==> src/rtl/apb_controller.sv <==
// apb_controller: AHB-Lite slave to APB master stage, decodes the slave slot and runs SETUP/ENABLE.
module apb_controller #(
  parameter int          NSEL      = 4,
  parameter logic [31:0] BASE_ADDR = 32'h8000_0000,
  parameter int          SLOT_LOG2 = 10
) (
  input  logic            clock,
  input  logic            Hreset,
  input  logic            Hreadyin,
  input  logic [1:0]      Htrans,
  input  logic            Hwrite,
  input  logic [31:0]     Haddr,
  input  logic [31:0]     Hwdata,
  input  logic [31:0]     Prdata,
  output logic            Hreadyout,
  output logic [31:0]     Hrdata,
  output logic [1:0]      Hresp,
  output logic [NSEL-1:0] Pselx,
  output logic            Penable,
  output logic            Pwrite,
  output logic [31:0]     Paddr,
  output logic [31:0]     Pwdata
);
  typedef enum logic [2:0] {IDLE, WWAIT, READ, WRITE, RENABLE, WENABLE} state_t;
  localparam logic [31:0] WIN = 32'(NSEL) << SLOT_LOG2;
  state_t state, next;
  logic [31:0] off, idx;
  logic [NSEL-1:0] dec, sel;
  logic hit, valid, accept;
  assign off = Haddr - BASE_ADDR;
  assign hit = Haddr >= BASE_ADDR && off < WIN;
  assign idx = off >> SLOT_LOG2;
  assign valid = Hreadyin && (Htrans == 2'b10 || Htrans == 2'b11) && hit;
  assign accept = state == IDLE || state == RENABLE || state == WENABLE;
  assign Hresp = 2'b00;
  always_comb begin
    dec = '0;
    for (int i = 0; i < NSEL; i++) dec[i] = hit && idx == 32'(i);
  end
  always_ff @(posedge clock or posedge Hreset)
    if (Hreset) state <= IDLE;
    else state <= next;
  always_comb begin
    next = accept ? (valid ? (Hwrite ? WWAIT : READ) : IDLE) :
           state == WWAIT ? WRITE :
           state == WRITE ? WENABLE : RENABLE;
  end
  always_comb begin
    Hreadyout = accept;
    Penable = state == RENABLE || state == WENABLE;
    Pselx = (state != IDLE && state != WWAIT) ? sel : '0;
    Hrdata = state == RENABLE ? Prdata : 32'h0;
  end
  // Address-side fields are captured with the address phase; write data one cycle later.
  always_ff @(posedge clock or posedge Hreset)
    if (Hreset) begin
      Paddr <= '0;
      Pwrite <= 1'b0;
      Pwdata <= '0;
      sel <= '0;
    end else begin
      if (accept && valid) begin
        Paddr <= Haddr;
        Pwrite <= Hwrite;
        sel <= dec;
      end
      if (state == WWAIT) Pwdata <= Hwdata;
    end
endmodule

==> config.mk <==
export PLATFORM = sky130hd
export DESIGN_NAME = apb_controller
export DESIGN_NICKNAME = d
export VERILOG_FILES = /design/src/rtl/apb_controller.sv
export SDC_FILE = /design/constraint.sdc
export NUM_CORES = 1
export LEC_CHECK = 0
export CAP_MARGIN = 20
export CORE_ASPECT_RATIO = 1.1
export CORE_MARGIN = 2
export CORE_UTILIZATION = 38
export CTS_CLUSTER_SIZE = 20
export DETAILED_ROUTE_END_ITERATION = 6
export GPL_TIMING_DRIVEN = 0
export PLACE_DENSITY = 0.85
export SLEW_MARGIN = 20
export SYNTH_ARGS = -nofsm -noshare
export SYNTH_HDL_FRONTEND = slang
export SYNTH_SLANG_ARGS = --single-unit
==> constraint.sdc <==
create_clock -name clock -period 4.67 [get_ports clock]
set_clock_uncertainty 0.15 [all_clocks]
set_input_delay 0.934 -clock clock [delete_from_list [all_inputs] [get_ports clock]]
set_output_delay 0.934 -clock clock [all_outputs]
set_load 0.03 [all_outputs]
# After elaboration in Yosys (flattened, before gate mapping)
# Cells that the tools add are included.
[word_totals] ram_bits=0 inputBits=102 out_inout_bits=105 latch_bits=0 elab_cells=41 n_memories=0 rom_bits=0 regBits=72
[classes] div=0 n_lt_le_gt_ge=2 n_mux=7 eq_ne=10 n_bitwise=0 n_reduce_logical=16 addsub=1 n_shift=0 mul=0
[op_table] operator="22-bit by 2-bit == test with 1-bit output, second input constant" n=2
[op_table] operator="32-bit >= comparator, second input constant" n=1
[op_table] operator="32-bit logical NOT" n=1
[op_table] operator="32-bit by 13-bit less-than comparator with 1-bit output, second input constant" n=1
[op_table] operator="32-bit 2-to-1 mux" n=1
[op_table] operator="32-bit subtractor, second input constant" n=1
[op_table] operator="22-bit by 1-bit == test with 1-bit output, second input constant" n=1
[op_table] operator="1-bit logical AND" n=9
[op_table] operator="3-bit == test, second input constant" n=2
[op_table] operator="3-bit 2-to-1 mux" n=2
[op_table] operator="2-bit == test, second input constant" n=2
[op_table] operator="1-bit logical OR" n=4
[op_table] operator="2-bit 2-to-1 mux" n=2
[op_table] operator="4-bit 2-to-1 mux" n=1
[op_table] operator="3-bit by 1-bit == test with 1-bit output, second input constant" n=1
[op_table] operator="3-bit by 2-bit == test with 1-bit output, second input constant" n=1
[op_table] operator="3-bit logical NOT" n=1
[op_table] operator="3-bit by 1-bit inequality test with 1-bit output, second input constant" n=1
[op_table] operator="3-bit nonzero test" n=1
[op_table] operator="1-bit 2-to-1 mux" n=1

# Logic depth before layout (Yosys ltp)
# Gate-level depths: netlist (run 1).
[depth] ltp_word=6 ltp_mapped=6 depth_no_buf=4

# Least setup slack after synthesis (run 1)
# No wires, ideal clock.
[synth_timing] path_type="register -> output" startpoint="register state[1]" endpoint="output port Hrdata[0]" required_ns=3.586 path_stages_with_launch=5 arrival_ns=1.701 path_slack_ns=1.885 n_path_buf=1 cell_sequence="dfrtp_1 -> nor2b_1 -> nor2b_1 -> clkbuf_1 -> and2_1"
[synth_via] elab_chain_len=2
[synth_lines] item="start, declared" line="26" text="state_t state, next;"
[synth_lines] item="start signal, assigned" line="42" text="else state <= next;"
[synth_lines] item="3-bit == test" line="52" text="Hrdata = state == RENABLE ? Prdata : 32'h0;"
[synth_lines] item="32-bit 2-to-1 mux" line="52"
[synth_lines] item="end, declared" line="16" text="output logic [31:0] Hrdata,"
# No other way between the ends.

# Worst setup path after layout (run 1)
[layout_timing] startpoint="register state[1]" endpoint="output port Hrdata[9]"
# Same word-level chain as after synthesis.

==> results of run 1 <==
[layer usage]
layer	track usage	part of all wire	wire length (um)
met5	0	0	0
met4	0.06643	0.021	180
met3	0.07253	0.093	809
met2	0.3771	0.54	4707
met1	0.2162	0.34	2968
[layout make-up]
cell class,instances,share of cell area
Timing Repair Buffer,204,0.3798
Clock inverter,6,0.01714
Sequential cell,72,0.3335
Multi-Input combinational cell,131,0.2019
Tap cell,105,0.02432
Clock buffer,10,0.02547
Buffer,14,0.01598
Inverter,2,0.001853
[metrics by stage]
| stage | utilization | instance area (um2) |
|---|---|---|
| 2_1_floorplan | - | 2987 |
| 3_3_place_gp | 0.6853 | 5150 |
| 3_5_place_dp | 0.6883 | 5172 |
| 4_1_cts | 0.7189 | 5403 |
| 5_1_grt | 0.7189 | 5403 |
| 6_report | 0.7189 | 5403 |
[placed cells by master, fill, tap and decap left out, types with 2 or more instances in the layout]
master                              n
sky130_fd_sc_hd__clkdlybuf4s50_1  203
sky130_fd_sc_hd__buf_2              3
sky130_fd_sc_hd__nor2_1             2
sky130_fd_sc_hd__clkinv_4           2
sky130_fd_sc_hd__o21bai_1           2
sky130_fd_sc_hd__clkbuf_1           6
sky130_fd_sc_hd__buf_4              2
sky130_fd_sc_hd__clkbuf_8          10
sky130_fd_sc_hd__bufinv_16          2
sky130_fd_sc_hd__nand2_1            2
sky130_fd_sc_hd__nand2b_1           2
sky130_fd_sc_hd__clkinvlp_4         2
sky130_fd_sc_hd__mux2_2            38
sky130_fd_sc_hd__nand3_1            2
sky130_fd_sc_hd__and2_1            52
sky130_fd_sc_hd__conb_1             2
sky130_fd_sc_hd__buf_6              3
sky130_fd_sc_hd__or3_4              2
sky130_fd_sc_hd__nor4_1             7
sky130_fd_sc_hd__dfrtp_1           72
sky130_fd_sc_hd__nor4b_1            2
sky130_fd_sc_hd__mux2_4             9
sky130_fd_sc_hd__nor2b_1            7
sky130_fd_sc_hd__a21o_1             2
[sequential cells by signal, indices dropped and copies added, names as in the netlist]
register / flops
Paddr: 32
Pwdata: 32
sel: 4
state: 3
Pwrite: 1
[worst max-delay path by stage]
| stage | end | slack, ns |
|---|---|---|
| floorplan | Paddr[0]$_DFFE_PP0P_ | 1.76 |
| global placement | Paddr[8]$_DFFE_PP0P_ | 0.64 |
| detailed placement | Hrdata[29] | 1.31 |
| CTS | Hrdata[9] | 1.20 |
| global route | Hrdata[6] | 1.06 |
| finish | Hrdata[9] | 1.24 |
[report_power, final]
| group | leakage, uW | total, uW | internal, uW | switching (uW) |
|---|---|---|---|---|
| clock | 0.000109 | 554 | 317 | 238 |
| combinational | 0.00134 | 105 | 77.4 | 27.7 |
| sequential | 0.00101 | 623 | 623 | 0.0141 |
| total | 0.00245 | 1280 | 1020 | 265 |
[worst register-to-register path, stage by stage (launching register included)]
cell and delay (ns):
sky130_fd_sc_hd__dfrtp_1 0.42, sky130_fd_sc_hd__nor2_1 0.30, sky130_fd_sc_hd__and2_1 0.18, sky130_fd_sc_hd__clkbuf_1 0.25
sky130_fd_sc_hd__buf_2 0.32, sky130_fd_sc_hd__mux2_2 0.38
[cell families (layout without fill, tap and decap cells)]
family,count (synthesis),in the layout,synth area share
compound gates,4,4,0.01006
buf+inv,16,236,0.03146
flops,72,72,0.6040
mux,47,47,0.1888
other cells,1,2,0.001257
simple gates,78,78,0.1644
==> run summary, run 1 <==
The run finished with clean final reports. The DRC marker count from the first detailed-route iteration came out at 70. The overall overflow remaining after global route came out at 0. The maximum number of pins on one net before global-route repair is 39. The startpoint identified for the worst hold timing path is Paddr[31]$_DFFE_PP0P_. Traced cell by cell, the critical path runs through nor2b_1 > nor2b_1 > clkbuf_1 > and2_1 > clkdlybuf4s50_1. The number of standard cells in the final layout excluding fillers came out at roughly 540. The count of pins on the block boundary came out at around 210. The worst register-to-register path begins at state[1]$_DFF_PP0_. No sink is reached through more buffers than the 2 on the longest clock path. Broken down by cell family, the worst path's largest delay share belongs to buffers and inverters. On the final layout, the worst hold slack is approximately 0.34 ns. The average instance in the mapped netlist occupies around 14 um2. The critical path starts at state[1]$_DFF_PP0_.

The unique cell type count in the Yosys netlist is 20. The worst register-to-register path has a setup slack of between 2 and 3 ns. STA classifies the critical path startpoint as a flip-flop. The count of max-cap constraint violations came out at 0. The post-placement setup slack came out at roughly 1.3 ns. The wire length per cell came out at around 16 um. The relative area change from synthesis to final layout came out at 81.12%. The post-layout worst setup margin came out at between 1 and 1.5 ns.

The leakage power figure came out at 0.002455 uW. The critical path contains buffers and inverters numbering 2 combined. The wire length of the first global-routing pass came out at 13.50 mm. The share of the synthesized area in the top cell type came out at 0.6040. The post-detailed-routing wire length is 8.666 mm. The post-CTS resize count is 0. The number of setup buffers added after CTS is 0. In this run the tool buffered the top-level ports with slightly above 200 buffer cells.

The repair_antennas step left the layout with diodes totalling 0. The via total after detailed routing came out at 2464. The type of the worst setup path is reg2out. Ranked by instance count, the synthesized netlist is headed by sky130_fd_sc_hd__dfrtp_1, sky130_fd_sc_hd__and2_1, sky130_fd_sc_hd__mux2_2, sky130_fd_sc_hd__mux2_4. The core footprint is roughly 7500 um2. The maximum level of the CTS H-tree came out at 3. For this design the ratio of total power to cell area is between 200 and 250 nW/um2.

The number of iterations in the first detailed-routing pass is 2. The number of enable-type register cells in the synthesized netlist is 0. Setup repair after global routing left no endpoint under its margin. The data arrival at the endpoint of the critical path came out at about 2.3 ns. For hold timing, the worst endpoint is Paddr[31]$_DFFE_PP0P_. The total negative setup slack is 0 ns. The yosys synthesis warning count is 0. The share of the clock period used by the worst path is 0.7334. The combined area of the multi-input logic cells is 1091 um2.

The most frequent cell on the critical path is sky130_fd_sc_hd__nor2b_1. The gate count of the mapped netlist is about 220. The peak ir drop on the vdd network is roughly 200 uV. The initial antenna violation count was 0.

The endpoint kind of the worst setup timing path is an output port. In the global route stage, overall resource usage came out at 0.2071. The share of synthesized flip-flops with an asynchronous set or reset came out at 1.000. The maximum net fanout on the critical path came out at 10.

Among all stages on the critical path, the largest delay is contributed by sky130_fd_sc_hd__clkdlybuf4s50_1. The terminus of the critical flop-to-flop path is Pwdata[0]$_DFFE_PP0P_. The initial cell density of the core is 0.3969. The share of the Yosys chip area taken by registers is 0.6040. The number of fill cells came out at 565. The cell depth of the worst hold path came out at 1. The number of vias per cell after detailed routing is between 4 and 5. The most used flip-flop cell after synthesis is sky130_fd_sc_hd__dfrtp_1. The count of unresolved DRC violations after routing came out at 0.

Ranked by total cell area, the synthesized netlist is headed by sky130_fd_sc_hd__dfrtp_1, sky130_fd_sc_hd__mux2_2, sky130_fd_sc_hd__and2_1. The number of sinks on the clock net is a little over 70. TritonCTS built the clock tree. The post-layout total power came out at ~1300 uW. The clock latency on the worst-skew pair came out at between 0.3 and 0.4 ns.

In this run the worst hold path is classified as reg2reg. The required time reported for the critical path endpoint came out at roughly 3.6 ns. The initialized floorplan defines 33 standard-cell rows. The vertical extent of the die is around 97 um. Subtracting the final worst setup slack from the clock period gives 3.425 ns. Setup violations remaining at the end of the flow were counted as 0. The sequential cells in the finished layout cover a total of between 1500 and 2000 um2. Counting buffers and inverters, the worst setup path is 5 cells deep.

The number of hold violations in the final report is 0. The net count reported at finish came out at 536. The floorplan die area came out at roughly 8600 um2.

The die extent in x is approximately 88 um. The number of buffers created by CTS came out at 9. The layout cell share with drive strength beyond 1 came out at 0.1708.

The count of hold buffers inserted by post-cts repair is 0. The summed instance area of the synthesized netlist came out at between 2000 and 3000 um2. The post-placement cell count is about 530. The maximum achievable frequency is between 200 and 300 MHz. The number of pins exceeding their max-slew limit in the final report is 0. The antenna violation net count after detailed routing is 0.

The placed wire-length estimate came out at 6.978 mm. The number of global-route vias before repair came out at about 2700. In this run the clock root is driven by a sky130_fd_sc_hd__clkbuf_8.

The count of cells along the worst register-to-register path came out at 5. The cell with the most instances after synthesis is sky130_fd_sc_hd__dfrtp_1. The flop and latch count out of synthesis is slightly above 70. After clock tree synthesis, the clock-pin slew on the worst setup and hold paths is approximately 0.07 ns. The largest single stage delay on the critical path is 0.67 ns. The placer congestion estimate is a little over 0.7.

sky130_fd_sc_hd__dfrtp_1 takes more of the synthesized area than any other cell.
(Power assumes the default switching activity.)
==> run 2, diff against run 1 <==
--- a/config.mk
+++ b/config.mk
@@ -8,11 +8,11 @@
 export CAP_MARGIN = 20
 export CORE_ASPECT_RATIO = 1.1
 export CORE_MARGIN = 2
-export CORE_UTILIZATION = 38
+export CORE_UTILIZATION = 35
 export CTS_CLUSTER_SIZE = 20
 export DETAILED_ROUTE_END_ITERATION = 6
 export GPL_TIMING_DRIVEN = 0
-export PLACE_DENSITY = 0.85
+export PLACE_DENSITY = 0.79
 export SLEW_MARGIN = 20
 export SYNTH_ARGS = -nofsm -noshare
 export SYNTH_HDL_FRONTEND = slang
==> constraint.sdc (replaced) <==
create_clock -name clock -period 3.49 [get_ports clock]
set_clock_uncertainty 0.15 [all_clocks]
set_input_delay 0.698 -clock clock [delete_from_list [all_inputs] [get_ports clock]]
set_output_delay 0.698 -clock clock [all_outputs]
set_load 0.03 [all_outputs]
==> run 2 against run 1 <==
  * First-iteration DRC count increased by 27%
  * Final cell count up 1.1%
  * Hold slack worse by 0.0038 ns
  * Sequential share of layout area increased by 0.077 points
  * Total power is 29% higher
  * Combinational power rose by 37%
  * Final area is 0.23% lower
  * Worst setup slack worse by 1.0 ns
  * Die area increased by 8.2%
  * Flip-flop and latch count unchanged
  * Critical path type unchanged
  * Largest power group unchanged
  * Highest routed layer unchanged
==> run summary, run 2 (same netlist as run 1, synthesis figures left out) <==
The number of pins exceeding their max-slew limit in the final report came to 0 (unchanged). Crit-path cells: nor2b_1 > nor2b_1 > clkbuf_1 > and2_1 > clkdlybuf4s50_1 (unchanged). The count of hold buffers inserted by post-cts repair is 0 (unchanged). The wire length per cell is 15.62 um (was 15.93 um).

The cell with the largest stage delay on the worst path is sky130_fd_sc_hd__clkdlybuf4s50_1 (unchanged). The via total after detailed routing is 2450 (was 2464). The clock-pin slew on the worst setup and hold paths came out at 0.08 ns (was 0.07 ns).

The core footprint was 8320 um2 (was 7515 um2). The fraction of power consumed by sequential logic is 0.505 (was 0.486). The endpoint kind of the worst setup timing path is an output port (unchanged). The DRC marker count from the first detailed-route iteration came out at 89 (was 70).

The number of standard cells in the final layout excluding fillers came out at 550 (was 544). The maximum achievable frequency is 308.1 MHz. The most common cell after layout, fill and taps aside is sky130_fd_sc_hd__clkdlybuf4s50_1 (unchanged). The count of pins on the block boundary came to 207 (unchanged). The sort of element at the start of the critical path is a flip-flop (unchanged). The internal power of the cells came out at 1275 uW (was 1017 uW).

The switching power as a share of total power is 0.2278 (was 0.2068). The number of sinks on the clock net is 72 (unchanged). The number of hold violations in the final report is 0 (unchanged).

The die extent in x came to 92.02 um (was 88.48 um). The count of max-cap constraint violations came out at 0 (unchanged). The clock latency on the worst-skew pair came out at 0.34 ns (was 0.33 ns). Setup repair after global routing missed its margin: no (unchanged). The number of buffers created by CTS is 9 (unchanged). The number of vias per cell after detailed routing is 4.455 (was 4.529). The total global routing track utilization came to 0.1832 (was 0.2071). The initial cell density of the core is 0.3585 (was 0.3969). The placed wire-length estimate is 6.849 mm (was 6.978 mm). The placer congestion estimate came out at 0.7050 (was 0.7228). The leakage power figure is 0.002442 uW (was 0.002455 uW). The maximum level of the CTS H-tree came out at 3 (unchanged). The TritonCTS clock tree was built (unchanged). The post-layout total power came out at 1651 uW (was 1283 uW). The net count reported at finish is 536 (unchanged). The number of cell rows came out at 35 (was 33). The antenna violation net count after detailed routing came to 0 (unchanged). The final non-filler cell area came out at 5390 um2 (was 5403 um2). The delay of the slowest cell on the worst path is 0.67 ns (about the same). The initial antenna violation count came to 0 (unchanged). The count of unresolved DRC violations after routing is 0 (unchanged). The total power density per cell area is 306.4 nW/um2 (was 237.4 nW/um2). The post-CTS resize count came to 0 (unchanged). The final number of setup-violating endpoints came out at 0 (unchanged). Result of the run: finished, final reports clean (unchanged).

The relative area change from synthesis to final layout was 80.70% (was 81.12%). The smallest clock period supported by the final layout is computed as 3.246 ns. The overall overflow remaining after global route is 0 (unchanged).

The switching power of the nets came out at 376.1 uW (was 265.3 uW). The required time reported for the critical path endpoint is 2.64 ns (was 3.59 ns). The vertical extent of the die came out at 100.8 um (was 96.93 um).

The post-detailed-routing wire length came out at 8.593 mm (was 8.666 mm). Top library cells by usage in the layout, fill and taps aside: sky130_fd_sc_hd__clkdlybuf4s50_1, sky130_fd_sc_hd__dfrtp_1, sky130_fd_sc_hd__and2_1 (unchanged). The wire length of the first global-routing pass is 12.99 mm (was 13.50 mm). The worst hold-check path type is reg2reg (unchanged). The type of the worst setup path is reg2out (unchanged). The proportion of power drawn by the clock network came out at 0.408 (was 0.432). Largest registers in the final layout: Paddr: 32 flops, Pwdata: 32 flops, sel: 4 flops (unchanged). The maximum number of pins on one net before global-route repair came out at 60 (was 39). The number of iterations in the first detailed-routing pass came out at 3 (was 2). The count of buffers inserted at the top-level ports came to 203 (unchanged). Dividing the final minimum period by the clock period gives 0.9301. The buffer depth of the longest clock path came out at 2 (unchanged). The buffer count from post-CTS setup fixing came to 0 (unchanged). The post-placement cell count was 534 (was 528). The final-layout worst hold slack is 0.3326 ns (was 0.3364 ns). The data arrival at the endpoint of the critical path came out at 2.40 ns (was 2.34 ns). The layout cell share with drive strength beyond 1 is 0.1708 (unchanged). The buffer cell driving the clock tree root is sky130_fd_sc_hd__clkbuf_8 (unchanged).

The most frequent cell on the critical path is sky130_fd_sc_hd__nor2b_1 (unchanged). The diode insertion count for antenna repair is 0 (unchanged). The floorplan die area came out at 9277 um2 (was 8575 um2). The post-detailed-placement cell area is 5187 um2 (was 5172 um2).

The peak ir drop on the vdd network came out at 263.2 uV (was 202.0 uV). The maximum net fanout on the critical path came out at 10 (unchanged). The combinational share of power came out at 0.087 (was 0.082).

The number of fill cells was 652 (was 565). The number of global-route vias before repair is 2497 (was 2671).
[run 2: cell count changes in the layout (fill, tap and decap cells not counted)]
cell,change
sky130_fd_sc_hd__bufinv_16,-1
sky130_fd_sc_hd__buf_16,+1
sky130_fd_sc_hd__buf_12,-1
sky130_fd_sc_hd__inv_6,+3
sky130_fd_sc_hd__clkbuf_8,-1
sky130_fd_sc_hd__clkinv_4,-2
sky130_fd_sc_hd__clkinvlp_4,+1
[run 2: cell type report]
class | instances | area [um2] | area share
inverter | 2 | 10.01 | 0.001857
buffer | 14 | 86.33 | 0.01602
sequential | 72 | 1802 | 0.3343
timing repair buffer | 204 | 2059 | 0.3821
multi-input combinational | 131 | 1091 | 0.2024
clock buffer | 9 | 123.9 | 0.02298
tap | 111 | 138.9 | 0.02577
clock inverter | 7 | 78.83 | 0.01462
[run 2: stage by stage]
stage          setup slack [ns]    util  setup TNS (ns)
2_1_floorplan            0.8171       -               0
3_3_place_gp            -0.3552  0.6199          -25.17
3_5_place_dp             0.5420  0.6235               0
4_1_cts                  0.1982  0.6478               0
5_1_grt                 0.05273  0.6478               0
6_report                 0.2439  0.6478               0
[run 2: worst paths after layout]
| kind | endpoint | slack [ns] | cells past startpoint | start |
|---|---|---|---|---|
| min in group asynchronous | Pwdata[13]$_DFFE_PP0P_ | 0.48 | 2 | Hreset |
| max in group asynchronous | Paddr[11]$_DFFE_PP0P_ | 2.16 | 3 | Hreset |
| min reg2reg | sel[3]$_DFFE_PP0P_ | 0.33 | 1 | sel[3]$_DFFE_PP0P_ |
| max | Hrdata[18] | 0.24 | 5 | state[1]$_DFF_PP0_ |
| min | sel[3]$_DFFE_PP0P_ | 0.33 | 1 | sel[3]$_DFFE_PP0P_ |
| max reg2reg | Pwdata[17]$_DFFE_PP0P_ | 1.33 | 5 | state[1]$_DFF_PP0_ |
[run 2: power groups by stage]
| stage | Combinational (uW) | Sequential, uW | Clock [uW] |
|---|---|---|---|
| 2_1_floorplan | 21.0 | 850 | 0 |
| 3_3_place_gp | 138 | 850 | 0 |
| 3_5_place_dp | 145 | 850 | 0 |
| 4_1_cts | 146 | 833 | 695 |
| 5_1_grt | 155 | 833 | 734 |
| 6_report | 144 | 833 | 674 |
[run 2: critical path: cells and delay by family (launching register included)]
kind	cells	cell delay (ns)
flip-flops	1	0.43
AND/OR/NAND/NOR	3	0.65
buffers and inverters	2	0.97
[run 2: metal layers]
layer,vias up,track usage,wire length [um],share of wire
met5,-,0,0,0
met4,0,0.05741,148,0.017
met3,14,0.08901,954,0.11
met2,121,0.3054,4287,0.50
met1,1167,0.2086,3203,0.37
li1,1148,-,-,-
